--- src/rtl/latrsnq_bank.sv ---
// Clocked WIDTH-bit storage bank with per-bit synchronous set/clear, load enable,
// optional output retiming pipeline and sticky/counted set-clear conflict tracking.
module latrsnq_bank #(
    parameter int unsigned      WIDTH     = 8,
    parameter int unsigned      STAGES    = 1,
    parameter bit               PRIORITY  = 1'b0,
    parameter logic [WIDTH-1:0] RESET_VAL = '0,
    parameter int unsigned      CW        = 4
) (
    input  logic             CLK,
    input  logic             RN,
    input  logic             E,
    input  logic [WIDTH-1:0] D,
    input  logic [WIDTH-1:0] SETN,
    input  logic [WIDTH-1:0] CLRN,
    input  logic             CONF_CLR,
    output logic [WIDTH-1:0] Q,
    output logic             CONFLICT,
    output logic [CW-1:0]    CONF_CNT
);

    localparam logic [CW-1:0] CNT_MAX = '1;

    logic [WIDTH-1:0] state;
    logic [WIDTH-1:0] next_state;
    logic [WIDTH-1:0] set_req;
    logic [WIDTH-1:0] clr_req;
    logic [WIDTH-1:0] force1;
    logic [WIDTH-1:0] force0;
    logic [WIDTH-1:0] load;
    logic             conflict;

    assign set_req = ~SETN;
    assign clr_req = ~CLRN;

    // Bitwise resolution rather than if/else so an X on a control input
    // propagates into the state bit instead of silently picking a branch.
    assign force1     = PRIORITY ? set_req : (set_req & ~clr_req);
    assign force0     = PRIORITY ? (clr_req & ~set_req) : clr_req;
    assign load       = {WIDTH{E}} & ~(set_req | clr_req);
    assign next_state = force1 | (load & D) | (state & ~(force0 | force1 | load));
    assign conflict   = |(set_req & clr_req);

    // NOTE: sequential state uses non-blocking assignments so every register
    // samples pre-edge values regardless of block ordering.
    always_ff @(posedge CLK or negedge RN) begin
        if (!RN) begin
            state <= RESET_VAL;
        end else begin
            state <= next_state;
        end
    end

    generate
        if (STAGES == 0) begin : g_direct
            assign Q = state;
        end else begin : g_pipe
            logic [WIDTH-1:0] pipe [STAGES];

            // NOTE: every stage is reset, not just the first, so a reset
            // mid-stream can never let an older word reach Q afterwards.
            always_ff @(posedge CLK or negedge RN) begin
                if (!RN) begin
                    for (int i = 0; i < STAGES; i++) begin
                        pipe[i] <= RESET_VAL;
                    end
                end else begin
                    pipe[0] <= state;
                    for (int i = 1; i < STAGES; i++) begin
                        pipe[i] <= pipe[i-1];
                    end
                end
            end

            assign Q = pipe[STAGES-1];
        end
    endgenerate

    // A clear coinciding with a conflict keeps the new event rather than losing it.
    always_ff @(posedge CLK or negedge RN) begin
        if (!RN) begin
            CONFLICT <= 1'b0;
            CONF_CNT <= '0;
        end else begin
            if (CONF_CLR) begin
                CONF_CNT <= conflict ? CW'(1) : '0;
            end else if (conflict && (CONF_CNT != CNT_MAX)) begin
                CONF_CNT <= CONF_CNT + 1'b1;
            end

            if (conflict) begin
                CONFLICT <= 1'b1;
            end else if (CONF_CLR) begin
                CONFLICT <= 1'b0;
            end
        end
    end

endmodule

--- config.mk ---
export PLATFORM = sky130hd
export DESIGN_NAME = latrsnq_bank
export DESIGN_NICKNAME = d
export VERILOG_FILES = /design/src/rtl/latrsnq_bank.sv
export SDC_FILE = /design/constraint.sdc
export NUM_CORES = 1
export LEC_CHECK = 0
export ABC_AREA = 1
export CORE_ASPECT_RATIO = 1.25
export CORE_MARGIN = 2
export CORE_UTILIZATION = 43
export CTS_CLUSTER_SIZE = 25
export DETAILED_ROUTE_END_ITERATION = 12
export GPL_TIMING_DRIVEN = 0
export PLACE_DENSITY_LB_ADDON = 0.08
export SYNTH_ARGS = -nofsm -noshare
export SYNTH_HDL_FRONTEND = slang
export SYNTH_SLANG_ARGS = --single-unit
--- constraint.sdc ---
create_clock -name CLK -period 2 [get_ports CLK]
set_clock_uncertainty 0.15 [all_clocks]
set_input_delay 0.2 -clock CLK [delete_from_list [all_inputs] [get_ports CLK]]
set_output_delay 0.2 -clock CLK [all_outputs]
set_load 0.05 [all_outputs]
# Yosys cells after proc, flatten, opt, wreduce, memory -nomap -nowiden
# Cells that the tools add are included.
# Widths: inputs -> output; s select.
dict set report op_classes {
  n_eq_ne 1
  n_reduce_logical 4
  bitwise 15
  add_sub_neg 1
  muxes 5
}
# operator count
set ops {}
lappend ops {{$and 8x8->8} 5}
lappend ops {{$not 8->8} 5}
lappend ops {{$or 8x8->8} 5}
lappend ops {{$mux 4} 2}
lappend ops {{$reduce_or 8->1} 1}
lappend ops {{$add 4x1->4 const B} 1}
lappend ops {{$ne 4x4->1 const B} 1}
lappend ops {{$reduce_bool 2->1} 2}
lappend ops {{$mux 1} 3}
lappend ops {{$logic_and 1x1->1} 1}
dict set report word_totals {
  ff_bits 21
}

# Depth between registers and ports, before layout
# Gate-level depths: netlist of the first run.
dict set report depth {
  word_depth 8
  mapped_depth 9
  depth_no_buf 9
}

# Worst setup path before layout of the first run
# Ideal clock, no wire load.
dict set report synth_path {
  path_kind {register to register}
  startpoint {reg CONF_CNT[0]}
  endpoint {reg CONF_CNT[3]}
  t_required_ps 1731
  path_stages_with_launch 7
  setup_ps 119
  n_path_buf 0
  synth_period_minus_slack_ps 1600
  arrival_ps 1331
  path_slack_ps 400
  path_cell_list {dfrtp_1 > ha_1 > nand3_1 > nand2_4 > nand2_2 > nand2_1 > nand2_1}
}
dict set report synth_between {
  elab_chain_len 3
  elab_cells_between_ends 6
  classes_between {add/sub: 1; eq/ne: 1; mux: 2; reduce/logical: 2}
}
# element line
set synth_rtl {}
lappend synth_rtl {{start: declaration} 19} ;# output logic [CW-1:0] CONF_CNT
lappend synth_rtl {{start signal: assignment} 86} ;# CONF_CNT <= conflict ? CW'(1) : '0;
lappend synth_rtl {{start signal: assignment} 88} ;# CONF_CNT <= CONF_CNT + 1'b1;
lappend synth_rtl {{$add 4x1->4 / $ne 4x4->1 (equally long branches)} {88, 87}}
lappend synth_rtl {{$mux 4 / $logic_and 1x1->1 (equally long branches)} 87} ;# end else if (conflict && (CONF_CNT != CNT_MAX)) begin
lappend synth_rtl {{$mux 4 / $reduce_bool 2->1 (equally long branches)} n/a}
# Several ways; a longest one is shown, not always the timed one. The select of a mux whose other input is x is not followed.
# A chain may end at the register's enable or synchronous reset.

# Worst setup path in the final report of the first run
dict set report layout_path {
  startpoint {reg CONF_CNT[2]}
  endpoint {out CONF_CNT[2]}
}
# No word-level cell between the ends.

==> impl_metrics.tcl, run 1 <==
set metrics [dict create \
    status "finished, final reports clean" \
    cpPeakStageDelay_ps 820 \
    max_freq_mhz 525 \
    setup_tns_ps 0 \
    path_clk_slew_ps 110 \
    r2r_cells 6 \
    p_sw_mw 0.297 \
    synth_top_cells_by_count "29 x nand2_1, 21 x dfrtp_1, 16 x a21oi_1, 16 x inv_1, 7 x nand3_1" \
    critPathSlowestCell "clkdlybuf4s50_1" \
    crit_family "buffers and inverters" \
    fp.dieArea_mm2 0.00250 \
    gp_congestion 0.752 \
    num_rows 18 \
    power_frac_comb 0.279 \
    drtIter0Drc 14 \
    slew-limit-headroom 0.405 \
    io_pins 41 \
    chipHeight_um 55.5 \
    synth_fp_nets 133 \
    fill_cells 169 \
    ctsRootBufferMaster "clkbuf_4" \
    netlist_instances 104 \
    syn2layout_area_growth_pct 48.5 \
    r2r_start "CONF_CNT[0]" \
    slew_violations 0 \
    min_from "E" \
    grt_usage 0.165 \
    yosysWarnings 0 \
    final_antenna_net_count 0 \
    ctsHoldBuffers 0 \
    coreArea_mm2 0.00198 \
    nNetsFinal 177 \
    worst_slew_pin_slew_ps 890 \
    max_cap_violations 0 \
    rsz0062_at_grt "no" \
    grt_pass1_vias 799 \
    layout-drive-gt1-share 0.0816 \
    required_ps 1650 \
    ys_types 15 \
    path_cells "clkdlybuf4s50_1" \
    grt_pass1_wl_um 3130 \
    synth_most_common_cell "nand2_1" \
    hold_end "state[7]" \
    drc_errors 0 \
    cts_tree "done" \
    ys_seq_elements 21 \
    routed_wl_um 1810 \
    post_cts_buffers 0 \
    finalCritPeriodShare 0.953 \
    setup_violations 0 \
    netlist_area_um2 911 \
    path_buf_inv 1 \
    antenna_cells 0 \
    async_flop_share 1.00 \
    synth_flop_cell "dfrtp_1" \
    hold_viol 0 \
    via_per_inst 4.95 \
    peakVddDrop_mv 0.408 \
    numPortBuffers 39 \
    layout.area.seq_um2 526 \
    critPathMaxFanout 5 \
    cts_resized 0 \
    path_class "reg -> out" \
    p_clk_frac 0.213 \
    grt_start_max_net_pins 22 \
    final_core_util 0.682 \
    timing.final.crit_period_ps 1910 \
    antenna_found_initial 0 \
    reg2reg_to "CONF_CNT[3]" \
    yosys.area.top_type_share 0.577 \
    grt-ovfl-total 0 \
    ys_seq_area_frac 0.577 \
    r2r_setup_slack_ps 670 \
    cts_made_buffers 3 \
    whs_path_depth 3 \
    internal_power_mw 0.648 \
    clock_latency_ps 300 \
    synth_top_area_cell "dfrtp_1" \
    hp-class "in -> reg" \
    total_leakage_power_nw 0.680 \
    htreeDepth 1 \
    cellPowerDensity_mw_per_mm2 699 \
    chipWidth_um 45.2 \
    dpl.hpwl_um 1460 \
    synth_edf_count 0 \
    swShare 0.314 \
    ys_top_cells_by_area "dfrtp_1 58%, nand2_1 12%, a21oi_1 8.8%" \
    dr_total_vias 826 \
    endpoint_kind "output port" \
    ctsLongestPathBuffers 2 \
    wl_per_cell_um 10.8 \
    crit_arrival_ps 1560 \
    start_util 0.460 \
    syn_area_per_cell_um2 8.76 \
    cp-start-kind "flip-flop" \
    cts.sinks 21 \
    p_seq_frac 0.508 \
    multi_input_area_um2 313 \
    firstDrtPassIters 4 \
]
==> cells by family after synthesis <==
logic type,share of synthesized area
buffers and inverters,0.0797
AND/OR/NAND/NOR,0.223
flip-flops,0.577
XOR/XNOR,0.0192
adder cells (fa/ha/maj),0.0137
AO/OA/AOI/OAI,0.0879
==> per-stage QoR <==
| step | instances | setup slack [ps] | hold WS [ps] | instance area (um2) | power [mW] |
|---|---|---|---|---|---|
| floorplan | 104 | 400 | -246 | 911 | 0.633 |
| global placement | 163 | 422 | 209 | 1330 | 0.748 |
| detailed placement | 163 | 378 | 211 | 1330 | 0.756 |
| CTS | 167 | 82.1 | 145 | 1350 | 0.952 |
| global route | 167 | 21.2 | 160 | 1350 | 0.993 |
| finish | 167 | 93.9 | 138 | 1350 | 0.945 |
==> worst max-delay path by stage <==
| stage | startpoint | slack (ps) | cells after the start | to |
|---|---|---|---|---|
| global route | CONF_CNT[2] | 20 | 1 | CONF_CNT[2] |
| global placement | SETN[2] | 420 | 10 | CONF_CNT[3] |
| finish | CONF_CNT[2] | 90 | 1 | CONF_CNT[2] |
| CTS | CONF_CNT[2] | 80 | 1 | CONF_CNT[2] |
| detailed placement | SETN[2] | 380 | 10 | CONF_CNT[3] |
| floorplan | CONF_CNT[0] | 400 | 6 | CONF_CNT[3] |
==> area by class of cell <==
| class | count | share of cell area |
|---|---|---|
| inverter | 18 | 0.0500 |
| timing repair buffer | 39 | 0.289 |
| tap | 20 | 0.0185 |
| buffer | 1 | 0.00370 |
| clock buffer | 4 | 0.0194 |
| sequential | 21 | 0.389 |
| multi-input combinational | 64 | 0.231 |
==> power groups by stage <==
stage / Clock (mW) / Combinational, mW / Sequential, mW
4_1_cts: 0.204 / 0.268 / 0.480
5_1_grt: 0.223 / 0.285 / 0.484
6_report: 0.201 / 0.264 / 0.480
3_3_place_gp: 0 / 0.262 / 0.486
2_1_floorplan: 0 / 0.0664 / 0.566
3_5_place_dp: 0 / 0.267 / 0.488
==> per-layer routing <==
layer	track usage	up-vias	routed length, um
met1	0.188	389	680
li1	-	408	-
met4	0.0882	0	44
met3	0.0261	5	97
met5	0	-	0
met2	0.282	24	990
==> cells in the final DEF (no fill, tap or decap), drive strengths merged <==
cell type / netlist / layout
buf: 1 / 1
dfrtp: 21 / 21
clkbuf: 0 / 4
nand2: 32 / 32
xor2: 2 / 2
ha: 1 / 1
or2: 1 / 1
a21oi: 16 / 16
clkdlybuf4s50: 0 / 39
nand4: 2 / 2
nor2: 3 / 3
nand3: 7 / 7
inv: 18 / 18
==> flip-flops by register name (all words and copies together), names as in the netlist <==
name,flops
Q,8
CONFLICT,1
CONF_CNT,4
state,8
Note: power is estimated with default switching activity, not from simulation.
==> inputs of run 2 (changes only) <==
--- a/config.mk
+++ b/config.mk
@@ -6,12 +6,14 @@
 export NUM_CORES = 1
 export LEC_CHECK = 0
 export ABC_AREA = 1
-export CORE_ASPECT_RATIO = 1.25
 export CORE_MARGIN = 2
-export CORE_UTILIZATION = 43
+export CORE_UTILIZATION = 57
+export CTS_CLUSTER_DIAMETER = 50
 export CTS_CLUSTER_SIZE = 25
 export DETAILED_ROUTE_END_ITERATION = 12
+export DONT_BUFFER_PORTS = 1
 export GPL_TIMING_DRIVEN = 0
+export MAX_ROUTING_LAYER = met4
 export PLACE_DENSITY_LB_ADDON = 0.08
 export SYNTH_ARGS = -nofsm -noshare
 export SYNTH_HDL_FRONTEND = slang
==> impl_metrics.tcl, run 2 (synthesis gave the netlist of run 1 again) <==
set metrics [dict create \
    cpPeakStageDelay_ps 730 \
    start_util 0.605 \
    final_antenna_net_count 0 \
    whs_path_depth 5 \
    grt_start_max_net_pins 22 \
    numPortBuffers 0 \
    path_depth 6 \
    io_pins 41 \
    layout-drive-gt1-share 0.0952 \
    cts_made_buffers 3 \
    nNetsFinal 156 \
    syn2layout_area_growth_pct 24.9 \
    num_rows 14 \
    total_leakage_power_nw 0.611 \
    path_class "reg -> reg" \
    gp_congestion 0.714 \
    wl_per_cell_um 13.2 \
    setup_tns_ps 0 \
    preCtsSetupSlack_ps 259 \
    ctsRootBufferMaster "clkbuf_4" \
    firstDrtPassIters 5 \
    max_freq_mhz 568 \
    cpMostUsedCell "nand2_1" \
    crit_family "flip-flops" \
    r2r_cells 6 \
    slew-limit-headroom 0.415 \
    cts_resized 0 \
    hp-class "in -> reg" \
    cp-start-kind "flip-flop" \
    required_ps 2050 \
    drtIter0Drc 2 \
    slew_violations 0 \
    antenna_cells 0 \
    cts.sinks 21 \
    grt_pass1_vias 772 \
    peakVddDrop_mv 0.466 \
    rsz0062_at_grt "no" \
    post_cts_buffers 0 \
    antenna_found_initial 0 \
    path_clk_slew_ps 100 \
    cts_tree "done" \
    grt_pass1_wl_um 3110 \
    critPathSlowestCell "dfrtp_1" \
    ctsLongestPathBuffers 2 \
    grt_usage 0.232 \
    coreArea_mm2 0.00151 \
    chipHeight_um 44.0 \
    drc_errors 0 \
    path_cells "ha_1 -> nand3_1 -> nand2_4 -> nand2_2 -> nand2_1 -> nand2_1" \
    endpoint_kind "flip-flop" \
    clock_latency_ps 300 \
    finalCritPeriodShare 0.880 \
    crit_arrival_ps 1810 \
    setup_slack_ps 240 \
    grt-ovfl-total 0 \
    routed_wl_um 1880 \
    status "finished, final reports clean" \
    max_cap_violations 0 \
    layout_commonest_cell "nand2_1" \
    chipWidth_um 44.0 \
    cellPowerDensity_mw_per_mm2 776 \
    fp.dieArea_mm2 0.00193 \
    via_per_inst 5.12 \
    final_cell_mix "29 x nand2_1, 21 x dfrtp_1, 18 x dlygate4sd3_1, 16 x inv_1, 16 x a21oi_1" \
    setup_violations 0 \
    worst_slew_pin_slew_ps 875 \
    dr_total_vias 727 \
    path_buf_inv 0 \
    critPathMaxFanout 5 \
    timing.final.crit_period_ps 1760 \
    hold_viol 0 \
    htreeDepth 1 \
    dpl.hpwl_um 1300 \
]
[run 2: changes by cell type in the layout (fill, tap and decap cells not counted), sizes merged]
cell / delta
clkdlybuf4s50: -39
dlygate4sd3: +18
[run 2: path summary, 6_finish.rpt]
kind / slack [ps] / to / from
setup / recovery: 240 / CONF_CNT[0] / CONF_CNT[0]
hold / removal: 60 / CONFLICT / SETN[5]
setup reg to reg: 240 / CONF_CNT[0] / CONF_CNT[0]
hold reg to reg: 230 / Q[6] / state[6]
max in group asynchronous: 870 / state[3] / RN
min in group asynchronous: 300 / state[6] / RN
[run 2: report_power, final]
group          switching, mW  internal, mW
clock                  0.118        0.0778
sequential             0.108         0.457
combinational         0.0627        0.0589
[run 2: tightest hold or removal path: stages]
cell     delay [ps]
inv_1            50
nand2_1          50
nand2_1          70
nor2_2           50
nand3_1          60
[run 2: area by class of cell]
class / count / area, um2
timing repair buffer: 18 / 180
buffer: 1 / 5.00
inverter: 18 / 67.6
tap: 16 / 20.0
clock buffer: 4 / 26.3
multi-input combinational: 64 / 313
sequential: 21 / 526
fill: 116 / 369
[run 2: repair_timing]
action                                  in CTS  in global routing
endpoints found under the setup margin       0                  0
hold endpoints to repair                    34                  0
hold buffers                                18                  0
[run 2: metrics by stage]
stage	total power, mW	hold WS (ps)	std cells	instance area [um2]	utilization
after floorplan	0.633	-246	104	911	-
after global placement	0.647	-245	120	931	0.618
after detailed placement	0.653	-245	120	931	0.618
after CTS	0.884	68.9	142	1140	0.755
after global routing	0.928	88.2	142	1140	0.755
final	0.882	63.2	142	1140	0.755
[run 2: per-layer routing]
metal  part of all wire  wire [um]  global-route usage
met2               0.50        943               0.388
met3              0.056        105              0.0417
met4              0.018         34              0.0909
met1               0.42        795               0.277
met5                  0          0                   -
==> inputs of run 3 (changes only) <==
--- a/config.mk
+++ b/config.mk
@@ -12,7 +12,6 @@
 export CTS_CLUSTER_SIZE = 25
 export DETAILED_ROUTE_END_ITERATION = 12
 export DONT_BUFFER_PORTS = 1
-export GPL_TIMING_DRIVEN = 0
 export MAX_ROUTING_LAYER = met4
 export PLACE_DENSITY_LB_ADDON = 0.08
 export SYNTH_ARGS = -nofsm -noshare
==> impl_metrics.tcl, run 3 (synthesis gave the netlist of run 1 again) <==
set metrics [dict create \
    hp-class "in -> reg" \
    setup_tns_ps 0 \
    gp_congestion 0.720 \
    drtIter0Drc 11 \
    grt_start_max_net_pins 22 \
    status "finished, final reports clean" \
    htreeDepth 1 \
    worst_slew_pin_slew_ps 883 \
    numPortBuffers 0 \
    r2r_setup_slack_ps 620 \
    crit_path_end "state[0]" \
    dpl.hpwl_um 1130 \
    rsz0062_at_grt "no" \
    clock_latency_ps 300 \
    fp.dieArea_mm2 0.00193 \
    timing.final.crit_period_ps 1420 \
    path_class "in -> reg" \
    grt_usage 0.248 \
    syn2layout_area_growth_pct 27.6 \
    antenna_cells 0 \
    total_leakage_power_nw 0.628 \
    finalCritPeriodShare 0.709 \
    routed_wl_um 1910 \
    num_rows 14 \
    cts_made_buffers 3 \
    post_cts_buffers 0 \
    hold_viol 0 \
    dp_cells 123 \
    peakVddDrop_mv 0.565 \
    ctsRootBufferMaster "clkbuf_4" \
    final_antenna_net_count 0 \
    grt_pass1_vias 770 \
    cts_tree "done" \
    via_per_inst 5.16 \
    drc_errors 0 \
    coreArea_mm2 0.00151 \
    r2r_start "state[0]" \
    reg2reg_to "state[0]" \
    required_ps 2090 \
    antenna_found_initial 0 \
    chipHeight_um 44.0 \
    slew_violations 0 \
    power_mw 0.902 \
    stdcell_area_mm2 0.00116 \
    critPathMaxFanout 2 \
    grt-ovfl-total 0 \
    io_pins 41 \
    start_util 0.605 \
    max_freq_mhz 706 \
    ctsLongestPathBuffers 2 \
    max_cap_violations 0 \
    layout-drive-gt1-share 0.116 \
    slew-limit-headroom 0.409 \
    cts.sinks 21 \
    crit_arrival_ps 1510 \
    chipWidth_um 44.0 \
    grt_pass1_wl_um 3260 \
    final_cell_mix "29 x nand2_1, 21 x dfrtp_1, 18 x dlygate4sd3_1, 16 x inv_1, 16 x a21oi_1" \
    wl_per_cell_um 13.1 \
    setup_violations 0 \
    dr_total_vias 748 \
    post_dp_cell_area_um2 956 \
    setup.worst_path.start "CLRN[0]" \
    r2r_cells 3 \
    firstDrtPassIters 4 \
    path_clk_slew_ps 110 \
    cellPowerDensity_mw_per_mm2 776 \
    fill_cells 110 \
    endpoint_kind "flip-flop" \
    nNetsFinal 159 \
    stdcell_count 145 \
    cp-start-kind "input port" \
    layout_commonest_cell "nand2_1" \
]
[run 3: cell count changes in the layout (fill, tap and decap cells not counted)]
cell / previous run / this run
buf_2: 1 / 0
buf_4: 0 / 4
[run 3: worst min-delay path by stage]
stage	endpoint	slack (ps)	depth (start not counted)	start
CTS	CONFLICT	50	5	SETN[5]
global route	CONFLICT	90	5	SETN[6]
detailed placement	Q[1]	-250	0	RN
floorplan	CONFLICT	-250	0	RN
finish	CONFLICT	50	5	SETN[4]
global placement	Q[0]	-250	0	RN
[run 3: stage by stage]
stage | hold WS, ps | utilization | worst slack [ps]
finish | 49.9 | 0.772 | 583
global route | 90.8 | 0.772 | 539
CTS | 53.8 | 0.772 | 634
detailed placement | -245 | 0.635 | 680
global placement | -245 | 0.635 | 735
floorplan | -246 | - | 400
[run 3: metal layers]
layer,global-route usage,vias to the layer above,part of all wire,wire length (um)
met1,0.287,340,0.41,777
met4,0.109,0,0.020,39
met2,0.421,32,0.52,992
met3,0.0417,5,0.051,97
met5,-,-,0,0
li1,-,371,-,-
[run 3: cell type report]
cell class / instances / area [um2] / area share
well taps: 16 / 20.0 / 0.0172
multi-input cells: 64 / 313 / 0.269
repair buffers: 22 / 210 / 0.181
inverters: 18 / 67.6 / 0.0581
flip-flops and latches: 21 / 526 / 0.452
clock buffers: 4 / 26.3 / 0.0226
[run 3: timing repair]
item | in CTS | in global routing
hold buffers | 18 | 0
endpoints found under the hold margin | 34 | 0
gates resized for setup | 0 | 0
[run 3: worst max-delay path: stages]
cell and delay, ps:
dlygate4sd3_1 530, inv_1 60, a21oi_1 150, dlygate4sd3_1 570
[run 3: report_power, final]
group	internal [mW]	leakage, nW	switching (mW)	total, mW
Combinational	0.0712	0.353	0.106	0.178
Sequential	0.458	0.260	0.0646	0.522
Clock	0.0778	0.0150	0.125	0.203
Total	0.607	0.628	0.296	0.902
